[src/rtl/io_peripheral_unit.sv]
// io_peripheral_unit: memory-mapped I/O slave behind the memory controller's I/O window.
// Holds a UART transmitter fed by a TX FIFO, an interval timer, an LED register and a switch port.
// Optional feature macro: IO_TIMER_EN adds the interval timer (regs 2-4, STATUS[3], irq).
// Without IO_TIMER_EN, regs 2-4 read 0 and ignore writes, and irq is tied low.
module io_peripheral_unit #(
   parameter int unsigned CLKS_PER_BIT = 434,
   parameter int unsigned FIFO_DEPTH   = 8
) (
   input  logic        clk,
   input  logic        rst,
   input  logic [3:0]  addressIO,
   input  logic [31:0] dataInIO,
   input  logic        wEnIO,
   input  logic        rstIO,
   output logic [31:0] dataOutIO,
   output logic        uart_tx,
   output logic [7:0]  leds,
   input  logic [7:0]  switches,
   output logic        irq
);

   localparam int unsigned PTR_W  = $clog2(FIFO_DEPTH);
   localparam int unsigned CNT_W  = PTR_W + 1;
   localparam int unsigned BAUD_W = (CLKS_PER_BIT > 1) ? $clog2(CLKS_PER_BIT) : 1;

   typedef enum logic [1:0] {
      UART_IDLE,
      UART_START,
      UART_DATA,
      UART_STOP
   } uartState_t;

   // Register-file write decode
   logic writeTx, writeStatus, writeLeds;
   assign writeTx     = wEnIO && (addressIO == 4'd0);
   assign writeStatus = wEnIO && (addressIO == 4'd1);
   assign writeLeds   = wEnIO && (addressIO == 4'd5);

   // TX FIFO
   logic [7:0]       fifoMem [FIFO_DEPTH];
   logic [PTR_W-1:0] wrPtr, rdPtr;
   logic [CNT_W-1:0] fifoCount;
   logic             fifoFull, fifoEmpty, fifoPush, fifoPop, txOverflow;

   assign fifoFull  = (fifoCount == CNT_W'(FIFO_DEPTH));
   assign fifoEmpty = (fifoCount == '0);
   // A push into a full FIFO is still accepted when the UART pops the head that same cycle
   assign fifoPush  = writeTx && (!fifoFull || fifoPop);

   // UART state
   uartState_t        state, stateNext;
   logic [BAUD_W-1:0] baudCnt, baudNext;
   logic [2:0]        bitIdx, bitNext;
   logic [7:0]        shiftReg, shiftNext;
   logic              txNext, baudDone, txBusy;

   assign baudDone = (baudCnt == BAUD_W'(CLKS_PER_BIT - 1));
   assign txBusy   = (state != UART_IDLE);

   // Timer view for the read mux / status
   logic [31:0] loadRd, ctrlRd, countRd;
   logic        flagRd;

   // FIFO storage; contents need no reset since pointers define validity
   always_ff @(posedge clk) begin
      if (fifoPush) fifoMem[wrPtr] <= dataInIO[7:0];
   end

   // FIFO pointers, occupancy and sticky overflow
   always_ff @(posedge clk) begin
      if (rst) begin
         wrPtr      <= '0;
         rdPtr      <= '0;
         fifoCount  <= '0;
         txOverflow <= 1'b0;
      end else begin
         if (fifoPush) wrPtr <= wrPtr + PTR_W'(1);
         if (fifoPop)  rdPtr <= rdPtr + PTR_W'(1);
         case ({fifoPush, fifoPop})
            2'b10:   fifoCount <= fifoCount + CNT_W'(1);
            2'b01:   fifoCount <= fifoCount - CNT_W'(1);
            default: fifoCount <= fifoCount;
         endcase
         if (writeStatus)               txOverflow <= 1'b0;
         else if (writeTx && !fifoPush) txOverflow <= 1'b1;
      end
   end

   // UART state register; the line level is registered alongside the state
   always_ff @(posedge clk) begin
      if (rst) begin
         state    <= UART_IDLE;
         baudCnt  <= '0;
         bitIdx   <= '0;
         shiftReg <= '0;
         uart_tx  <= 1'b1;
      end else begin
         state    <= stateNext;
         baudCnt  <= baudNext;
         bitIdx   <= bitNext;
         shiftReg <= shiftNext;
         uart_tx  <= txNext;
      end
   end

   // UART next-state: IDLE -> START -> DATA x8 (LSB first) -> STOP, STOP chains to START when data waits
   always_comb begin
      stateNext = state;
      baudNext  = baudCnt;
      bitNext   = bitIdx;
      shiftNext = shiftReg;
      txNext    = uart_tx;
      fifoPop   = 1'b0;
      case (state)
         UART_IDLE: begin
            txNext = 1'b1;
            if (!fifoEmpty) begin
               fifoPop   = 1'b1;
               shiftNext = fifoMem[rdPtr];
               baudNext  = '0;
               stateNext = UART_START;
               txNext    = 1'b0;
            end
         end
         UART_START: begin
            if (baudDone) begin
               baudNext  = '0;
               bitNext   = '0;
               stateNext = UART_DATA;
               txNext    = shiftReg[0];
            end else begin
               baudNext = baudCnt + BAUD_W'(1);
            end
         end
         UART_DATA: begin
            if (baudDone) begin
               baudNext = '0;
               if (bitIdx == 3'd7) begin
                  stateNext = UART_STOP;
                  txNext    = 1'b1;
               end else begin
                  bitNext   = bitIdx + 3'd1;
                  shiftNext = {1'b0, shiftReg[7:1]};
                  txNext    = shiftReg[1];
               end
            end else begin
               baudNext = baudCnt + BAUD_W'(1);
            end
         end
         UART_STOP: begin
            if (baudDone) begin
               baudNext = '0;
               if (!fifoEmpty) begin
                  fifoPop   = 1'b1;
                  shiftNext = fifoMem[rdPtr];
                  stateNext = UART_START;
                  txNext    = 1'b0;
               end else begin
                  stateNext = UART_IDLE;
                  txNext    = 1'b1;
               end
            end else begin
               baudNext = baudCnt + BAUD_W'(1);
            end
         end
         default: stateNext = UART_IDLE;
      endcase
   end

`ifdef IO_TIMER_EN
   logic        writeLoad, writeCtrl;
   logic [31:0] timerLoad, timerCount;
   logic        timerEn, timerAuto, timerIe, timerFlag;
   logic        timerExpire, timerStart;

   assign writeLoad   = wEnIO && (addressIO == 4'd2);
   assign writeCtrl   = wEnIO && (addressIO == 4'd3);
   assign timerExpire = timerEn && (timerCount == '0);
   assign timerStart  = writeCtrl && dataInIO[0] && !timerEn;

   // Down-counter: load on EN rising, reload or stop on zero; expiry beats a same-cycle flag clear
   always_ff @(posedge clk) begin
      if (rst) begin
         timerLoad  <= '0;
         timerCount <= '0;
         timerEn    <= 1'b0;
         timerAuto  <= 1'b0;
         timerIe    <= 1'b0;
         timerFlag  <= 1'b0;
         irq        <= 1'b0;
      end else begin
         if (writeLoad) timerLoad <= dataInIO;
         if (timerStart) begin
            timerCount <= timerLoad;
         end else if (timerExpire) begin
            if (timerAuto) timerCount <= timerLoad;
         end else if (timerEn) begin
            timerCount <= timerCount - 32'd1;
         end
         if (writeCtrl) begin
            timerEn   <= dataInIO[0];
            timerAuto <= dataInIO[1];
            timerIe   <= dataInIO[2];
         end else if (timerExpire && !timerAuto) begin
            timerEn <= 1'b0;
         end
         if (timerExpire)                   timerFlag <= 1'b1;
         else if (writeCtrl && dataInIO[3]) timerFlag <= 1'b0;
         irq <= timerFlag & timerIe;
      end
   end

   assign loadRd  = timerLoad;
   assign ctrlRd  = {29'd0, timerIe, timerAuto, timerEn};
   assign countRd = timerCount;
   assign flagRd  = timerFlag;
`else
   logic unusedData;
   assign unusedData = ^dataInIO[31:8];
   assign loadRd     = '0;
   assign ctrlRd     = '0;
   assign countRd    = '0;
   assign flagRd     = 1'b0;
   assign irq        = 1'b0;
`endif

   // LED register and two-flop switch synchroniser
   logic [7:0] swMeta, swSync;
   always_ff @(posedge clk) begin
      if (rst) begin
         leds   <= '0;
         swMeta <= '0;
         swSync <= '0;
      end else begin
         if (writeLeds) leds <= dataInIO[7:0];
         swMeta <= switches;
         swSync <= swMeta;
      end
   end

   // Read mux
   logic [31:0] readMux;
   always_comb begin
      readMux = '0;
      case (addressIO)
         4'd1:    readMux = {20'd0, 4'(fifoCount), 3'd0, txOverflow, flagRd,
                             fifoEmpty, fifoFull, txBusy};
         4'd2:    readMux = loadRd;
         4'd3:    readMux = ctrlRd;
         4'd4:    readMux = countRd;
         4'd5:    readMux = {24'd0, leds};
         4'd6:    readMux = {24'd0, swSync};
         default: readMux = '0;
      endcase
   end

   // Registered read data, one-cycle latency; rstIO forces zero
   always_ff @(posedge clk) begin
      if (rst || rstIO) dataOutIO <= '0;
      else              dataOutIO <= readMux;
   end

endmodule
[config.mk]
export PLATFORM = sky130hd
export DESIGN_NAME = io_peripheral_unit
export DESIGN_NICKNAME = d
export VERILOG_FILES = /design/src/rtl/io_peripheral_unit.sv
export SDC_FILE = /design/constraint.sdc
export NUM_CORES = 1
export LEC_CHECK = 0
export CAP_MARGIN = 25
export CORE_MARGIN = 1
export CORE_UTILIZATION = 40
export DETAILED_ROUTE_END_ITERATION = 8
export HOLD_SLACK_MARGIN = 0.15
export SLEW_MARGIN = 20
export SYNTH_ARGS = -nofsm -noshare
export SYNTH_HDL_FRONTEND = slang
export SYNTH_SLANG_ARGS = --single-unit
[constraint.sdc]
create_clock -name clk -period 3.7 [get_ports clk]
set_input_delay 0.555 -clock clk [delete_from_list [all_inputs] [get_ports clk]]
set_output_delay 0.555 -clock clk [all_outputs]
set_load 0.1 [all_outputs]
After elaboration in Yosys (flattened, before gate mapping)

Memory sizes are Yosys's and may differ from the RTL's. A register that Yosys moved wholly into a read port is not among the register bits.
Cells that the tools add are included.

Register bits: 90
Latch bits: 0
RAM bits: 64
ROM bits: 0
Input port bits: 48
Output and inout bits: 42
Word-level logic and storage cells: 93
Memories: 1

Memories:

| name    | words | bits a word | rd ports | clocked after memory_dff | write ports | line | RTL |
|---|---|---|---|---|---|---|---|
| fifoMem | 8     | 8           | 1        | 1                        | 1           | 40   | `logic [7:0] fifoMem [FIFO_DEPTH];` |

$add $sub $neg: 6
Multipliers: 0
Div/mod/pow operators: 0
Magnitude comparators: 0
Equal/unequal tests: 17
Shifts and indexed selects: 0
Multiplexer cells: 34
Bitwise gates (word level): 0
Reductions and logical operators: 22

Operators by type and width:

| cell                                           | number |
|---|---|
| case mux 12 bit (3 select lines)               | 1 |
| 2-to-1 mux 8 bit                               | 4 |
| case mux 8 bit (3 select lines)                | 1 |
| 2-to-1 mux 9 bit                               | 2 |
| case mux 9 bit (2 select lines)                | 1 |
| 2-to-1 mux 3 bit                               | 5 |
| inequality test 2 bit (second input constant)  | 6 |
| 2-to-1 mux 1 bit                               | 10 |
| 2-to-1 mux 2 bit                               | 5 |
| adder 3 x 1 -> 3 bit (second input constant)   | 3 |
| adder 9 x 1 -> 9 bit (second input constant)   | 1 |
| == test 9 bit (second input constant)          | 1 |
| == test 4 x 3 -> 1 bit (second input constant) | 2 |
| zero test 4 bit                                | 2 |
| case mux 2 bit (4 select lines)                | 1 |
| case mux 4 bit (2 select lines)                | 1 |
| AND reduction 4 bit                            | 2 |
| == test 2 bit (second input constant)          | 3 |
| case mux 3 bit (2 select lines)                | 1 |
| nonzero test 2 bit                             | 3 |
| logical AND 1 bit                              | 5 |
| AND reduction 5 bit                            | 1 |
| adder 4 x 1 -> 4 bit (second input constant)   | 1 |
| == test 2 x 1 -> 1 bit (second input constant) | 2 |
| 13 further kinds                               | 15 |

Depth between registers and ports, before layout

Word-level depth: 8
Depth in mapped cells: 13
Depth with buffers taken out: 12

Least setup slack after synthesis

OpenSTA, ideal clock, no wires.

Kind: register to register
Start point: register baudCnt[3]
End point: register fifoCount[2]
Library setup time: 71 ps
Arrival time: 2646 ps
Data required time: 3629 ps
Setup slack: 984 ps
Cell stages (with the launch flop): 12
Path buffers: 1
Clock period less this slack: 2716 ps
Path through: dfxtp_1 > buf_6 > or4b_4 > nor4_4 > o21ai_4 > ha_1 > xor2_1 > ha_1 > a21oi_1 > xor2_1 > or3_1 > a21oi_1

Cells in the longest elaborated chain, start to end: 7
Elaborated cells between the ends (all ways): 9
Those cells by class: 3 x eq/ne; 3 x mux; 3 x reduce/logical

RTL lines:

| what                                                                  | line | RTL |
|---|---|---|
| from (decl)                                                           | 52   | `logic [BAUD_W-1:0] baudCnt, baudNext;` |
| from (signal assigned)                                                | 99   | `baudCnt <= baudNext;` |
| == test 9 bit *                                                       | 57   | `assign baudDone = (baudCnt == BAUD_W'(CLKS_PER_BIT - 1));` |
| 2-to-1 mux 1 bit *                                                    | 151  | `if (baudDone) begin` |
| case mux 1 bit (2 select lines) *                                     | 114  | `case (state)` |
| logical OR 1 bit                                                      | 48   | `assign fifoPush = writeTx && (!fifoFull \|\| fifoPop);` |
| logical AND 1 bit                                                     | 48   |  |
| == test 2 x 1 -> 1 bit or == test 2 bit (tied branches)               | 79   | `case ({fifoPush, fifoPop})` |
| case mux 4 bit (2 select lines) or nonzero test 2 bit (tied branches) | -    |  |
| to (signal assigned)                                                  | 80   | `2'b10: fifoCount <= fifoCount + CNT_W'(1);` |
| to (signal assigned)                                                  | 81   | `2'b01: fifoCount <= fifoCount - CNT_W'(1);` |
| to (signal assigned)                                                  | 82   | `default: fifoCount <= fifoCount;` |
| to (decl)                                                             | 42   | `logic [CNT_W-1:0] fifoCount;` |

Every way passes the cells marked *; elsewhere a longest branch is shown, timed or not.
A chain may end at the register's enable or synchronous reset.

Final worst setup path

Start point: input addressIO[0]
End point: register fifoCount[2]

Cells in the longest elaborated chain, start to end: 5
Elaborated cells between the ends (all ways): 7
Those cells by class: 2 x eq/ne; 1 x mux; 4 x reduce/logical

RTL lines:

| what                                                                  | line | RTL |
|---|---|---|
| from (decl)                                                           | 11   | `input logic [3:0] addressIO,` |
| zero test 4 bit *                                                     | 35   | `assign writeTx = wEnIO && (addressIO == 4'd0);` |
| logical AND 1 bit *                                                   | 35   |  |
| logical AND 1 bit *                                                   | 48   |  |
| == test 2 x 1 -> 1 bit or == test 2 bit (tied branches)               | 79   |  |
| case mux 4 bit (2 select lines) or nonzero test 2 bit (tied branches) | -    |  |

Marks and branches as above.

==> impl_results.md <==
- Post-synthesis simple-gate area fraction: 14.53%
- Remaining DRCs: 0
- Clk_skew: 0.01310 ns
- Unrepaired setup endpoints after global routing: no
- Final Total Pwr: 4539 µW
- Vias in the first global route: 3693
- Synth Flop Type: dfxtp_1
- Max FO, Critical Path: 10
- Synth Area in Compound Gates: 10.06%
- Synth Register Bits: 137
- CP cell instances: clkdlybuf4s50_1, or4b_1, nor2_4, o21ai_4, ha_1, xor2_1, ha_1, a21oi_1, xor2_1, or3_1, a21oi_1
- DR vias: 3852
- Final Hold Vio Count: 0
- Synth Area in Adders: 3.205%
- Clock tree from TritonCTS: built
- Post-route antenna net violation count: 0
- Xor and xnor area share after synthesis: 1.645%
- Root Buffer: clkbuf_16
- LEAKAGE: 0.002461 µW
- Total setup buffers inserted after CTS: 0
- Largest family of logic cells by synthesized area: simple AND/OR/NAND/NOR gates
- Antenna violations before repair: 0
- Pwr/cell area: 639.3 nW/µm²
- Number of flops mapped to enable cells by yosys: 64
- Hold_buf cts: 0
- Placed cells: 694
- Full die area: 15130 µm²
- Layout area overhead: 21.24%
- H-tree levels: 4
- Synthesized instance count: 476
- Via density: 5.306
- Arr. time, crit path: 3.33 ns
- Final setup viols: 0
- Placed wire-length estimate: 8030 µm
- Slew @ Worst Pin: 0.9909 ns
- Diodes inserted: 0
- Final worst-path cycle share: 80.91%
- Critical path type: in2reg
- Routed wire per std cell: 16.40 µm
- Slew headroom: 33.73%
- Worst setup EP type: flip-flop
- Synthesized area: 5856 µm²
- Max Clk Rate: 334.0 MHz
- Yosys warns: 0
- I/O pin total: 90
- Setup crit start kind: input pin
- Clock Sinks: 137
- Share of layout cells above drive strength 1: 14.65%
- I/O Buffers: 44
- Max-cap violations: 0
- Nets: 596
- Clock latency on the worst-skew pair: 0.41 ns
- Worst path slowest cell: or4b_1
- Syn Area/Cell: 12.30 µm²
- Sequential element share of the synthesized area: 57.78%
- Initial cell density of the core: 41.54%
- Worst hold slack: 0.3353 ns
- Hold Path Class: in2reg
- Final Slew Violations: 0
- RD Place Congestion: 0.8151
- Tmin final: 2.994 ns
- Non-Filler Instances: 726
- Worst-path clk slew: 0.06 ns
- First-pass detailed-route iteration total: 4
- Largest net degree at the start of global routing: 48
- Mux share of post-synthesis cell area: 7.415%
- Slowest stage delay, CP: 0.65 ns
- Most common library cell in the layout ignoring fill and taps: dfxtp_1
- Unique cell type count in the Yosys netlist: 62
- First-pass GRT wire length: 19090 µm
- Async S/R FF share, synth: 0%
- Num CTS Buffers: 17
- FP Rows: 43
- Post-CTS resize count: 0
- Setup TNS: 0 ns
- Routed WL: 11910 µm
- DIE HEIGHT: 123.0 µm
- Most frequent cells in the layout: dfxtp_1 (73), edfxtp_1 (64), clkdlybuf4s50_1 (43)
- VDD IR max: 0.2952 mV
- CP required: 4.03 ns
- Drt initial violations: 221
- Core Area: 14100 µm²
- Die X: 123.0 µm
- Overflow after GRT: 0
- GRT Util Overall: 17.04%
- Clk buf depth: 2
- Status: finished, final reports clean
[where the power goes]
part / internal, µW / leakage, µW / switching (µW)
Clock: 1080 / 0.000311 / 673
Combinational: 395 / 0.000981 / 639
Sequential: 1670 / 0.00117 / 72.4
[flip-flops by register name, indices dropped and copies added (netlist names), named ones only]
name and flops:
uart_tx 1, txOverflow 1, fifoMem 64, state 2, shiftReg 8, bitIdx 3
dataOutIO 12, swMeta 8, baudCnt 9, wrPtr 3, leds 8, rdPtr 3
fifoCount 4, swSync 8
[area by class of cell]
type / instances / area, µm²
clock inverters: 11 / 117.6
flip-flops and latches: 137 / 3383
well taps: 180 / 225.2
fillers: 1229 / 6997
multi-input cells: 301 / 2243
inverters: 16 / 60.06
clock buffers: 21 / 514.2
repair buffers: 60 / 555.5
[stage by stage]
| step | utilization, % | cell area [µm²] | setup WS, ns |
|---|---|---|---|
| global route | 50.36 | 7099 | 0.4714 |
| CTS | 50.36 | 7099 | 0.7347 |
| global placement | 45.88 | 6467 | 0.3653 |
| floorplan | - | 5931 | 0.9838 |
| finish | 50.36 | 7099 | 0.7063 |
| detailed placement | 45.88 | 6467 | 0.2957 |
[final timing paths]
check                                            from                   endpoint  slack (ns)  cells after the start
worst max-delay path                     addressIO[0]  fifoCount[2]$_SDFFE_PP0P_        0.71                     11
worst min-delay path                              rst     bitIdx[0]$_SDFFE_PP0P_        0.34                      2
worst max register to register  state[1]$_SDFFE_PP0P_  fifoCount[2]$_SDFFE_PP0P_        0.75                     12
worst min register to register   swMeta[2]$_SDFF_PP0_       swSync[2]$_SDFF_PP0_        0.44                      1
[synthesized netlist by cell type, types with 3 or more instances]
cell type,instances,area [µm²]
a2111oi_0,3,26.28
a211oi_1,5,37.54
a21oi_1,29,145.1
a22o_1,8,70.07
a22oi_1,8,60.06
and2_1,5,31.28
buf_1,3,11.26
buf_2,5,25.02
buf_4,21,157.7
clkbuf_1,12,45.04
dfxtp_1,73,1461
edfxtp_1,64,1922
ha_1,15,187.7
inv_1,16,60.06
mux2_1,3,33.78
mux2i_1,4,40.04
mux4_2,16,360.4
nand2_1,22,82.58
nand2b_1,3,18.77
nand3_1,21,105.1
nand4_1,5,31.28
nor2_1,32,120.1
nor2b_1,22,137.6
nor3_1,5,25.02
nor3b_1,4,30.03
nor4_1,4,25.02
nor4b_1,3,26.28
nor4b_2,3,45.04
o211ai_1,5,37.54
o21ai_0,3,15.01
o21ai_1,4,20.02
o22ai_1,7,43.79
xnor2_1,8,70.07
xor2_1,3,26.28
[layer usage]
metal	wire length, µm	global-route usage [%]
met1	5193	20.79
met2	6043	29.14
met4	133	6.627
met5	0	0
met3	538	4.013
[logic make-up (layout without fill, tap and decap cells)]
family	after synthesis	in the layout
buffers and inverters	58	108
adders and majority gates	15	15
and+or+nand+nor	145	145
xor gates and xnor gates	11	11
other	1	21
DFF	137	137
AOI/OAI and AO/OA	86	86
muxes	23	23
[critical path: cells and delay by family]
family	cells	cell delay, ns
AO/OA/AOI/OAI	3	0.41
XOR/XNOR	2	0.25
adder cells (fa/ha/maj)	2	0.47
buffers and inverters	1	0.49
AND/OR/NAND/NOR	3	1.14
Note: power is estimated with default switching activity, not from simulation.
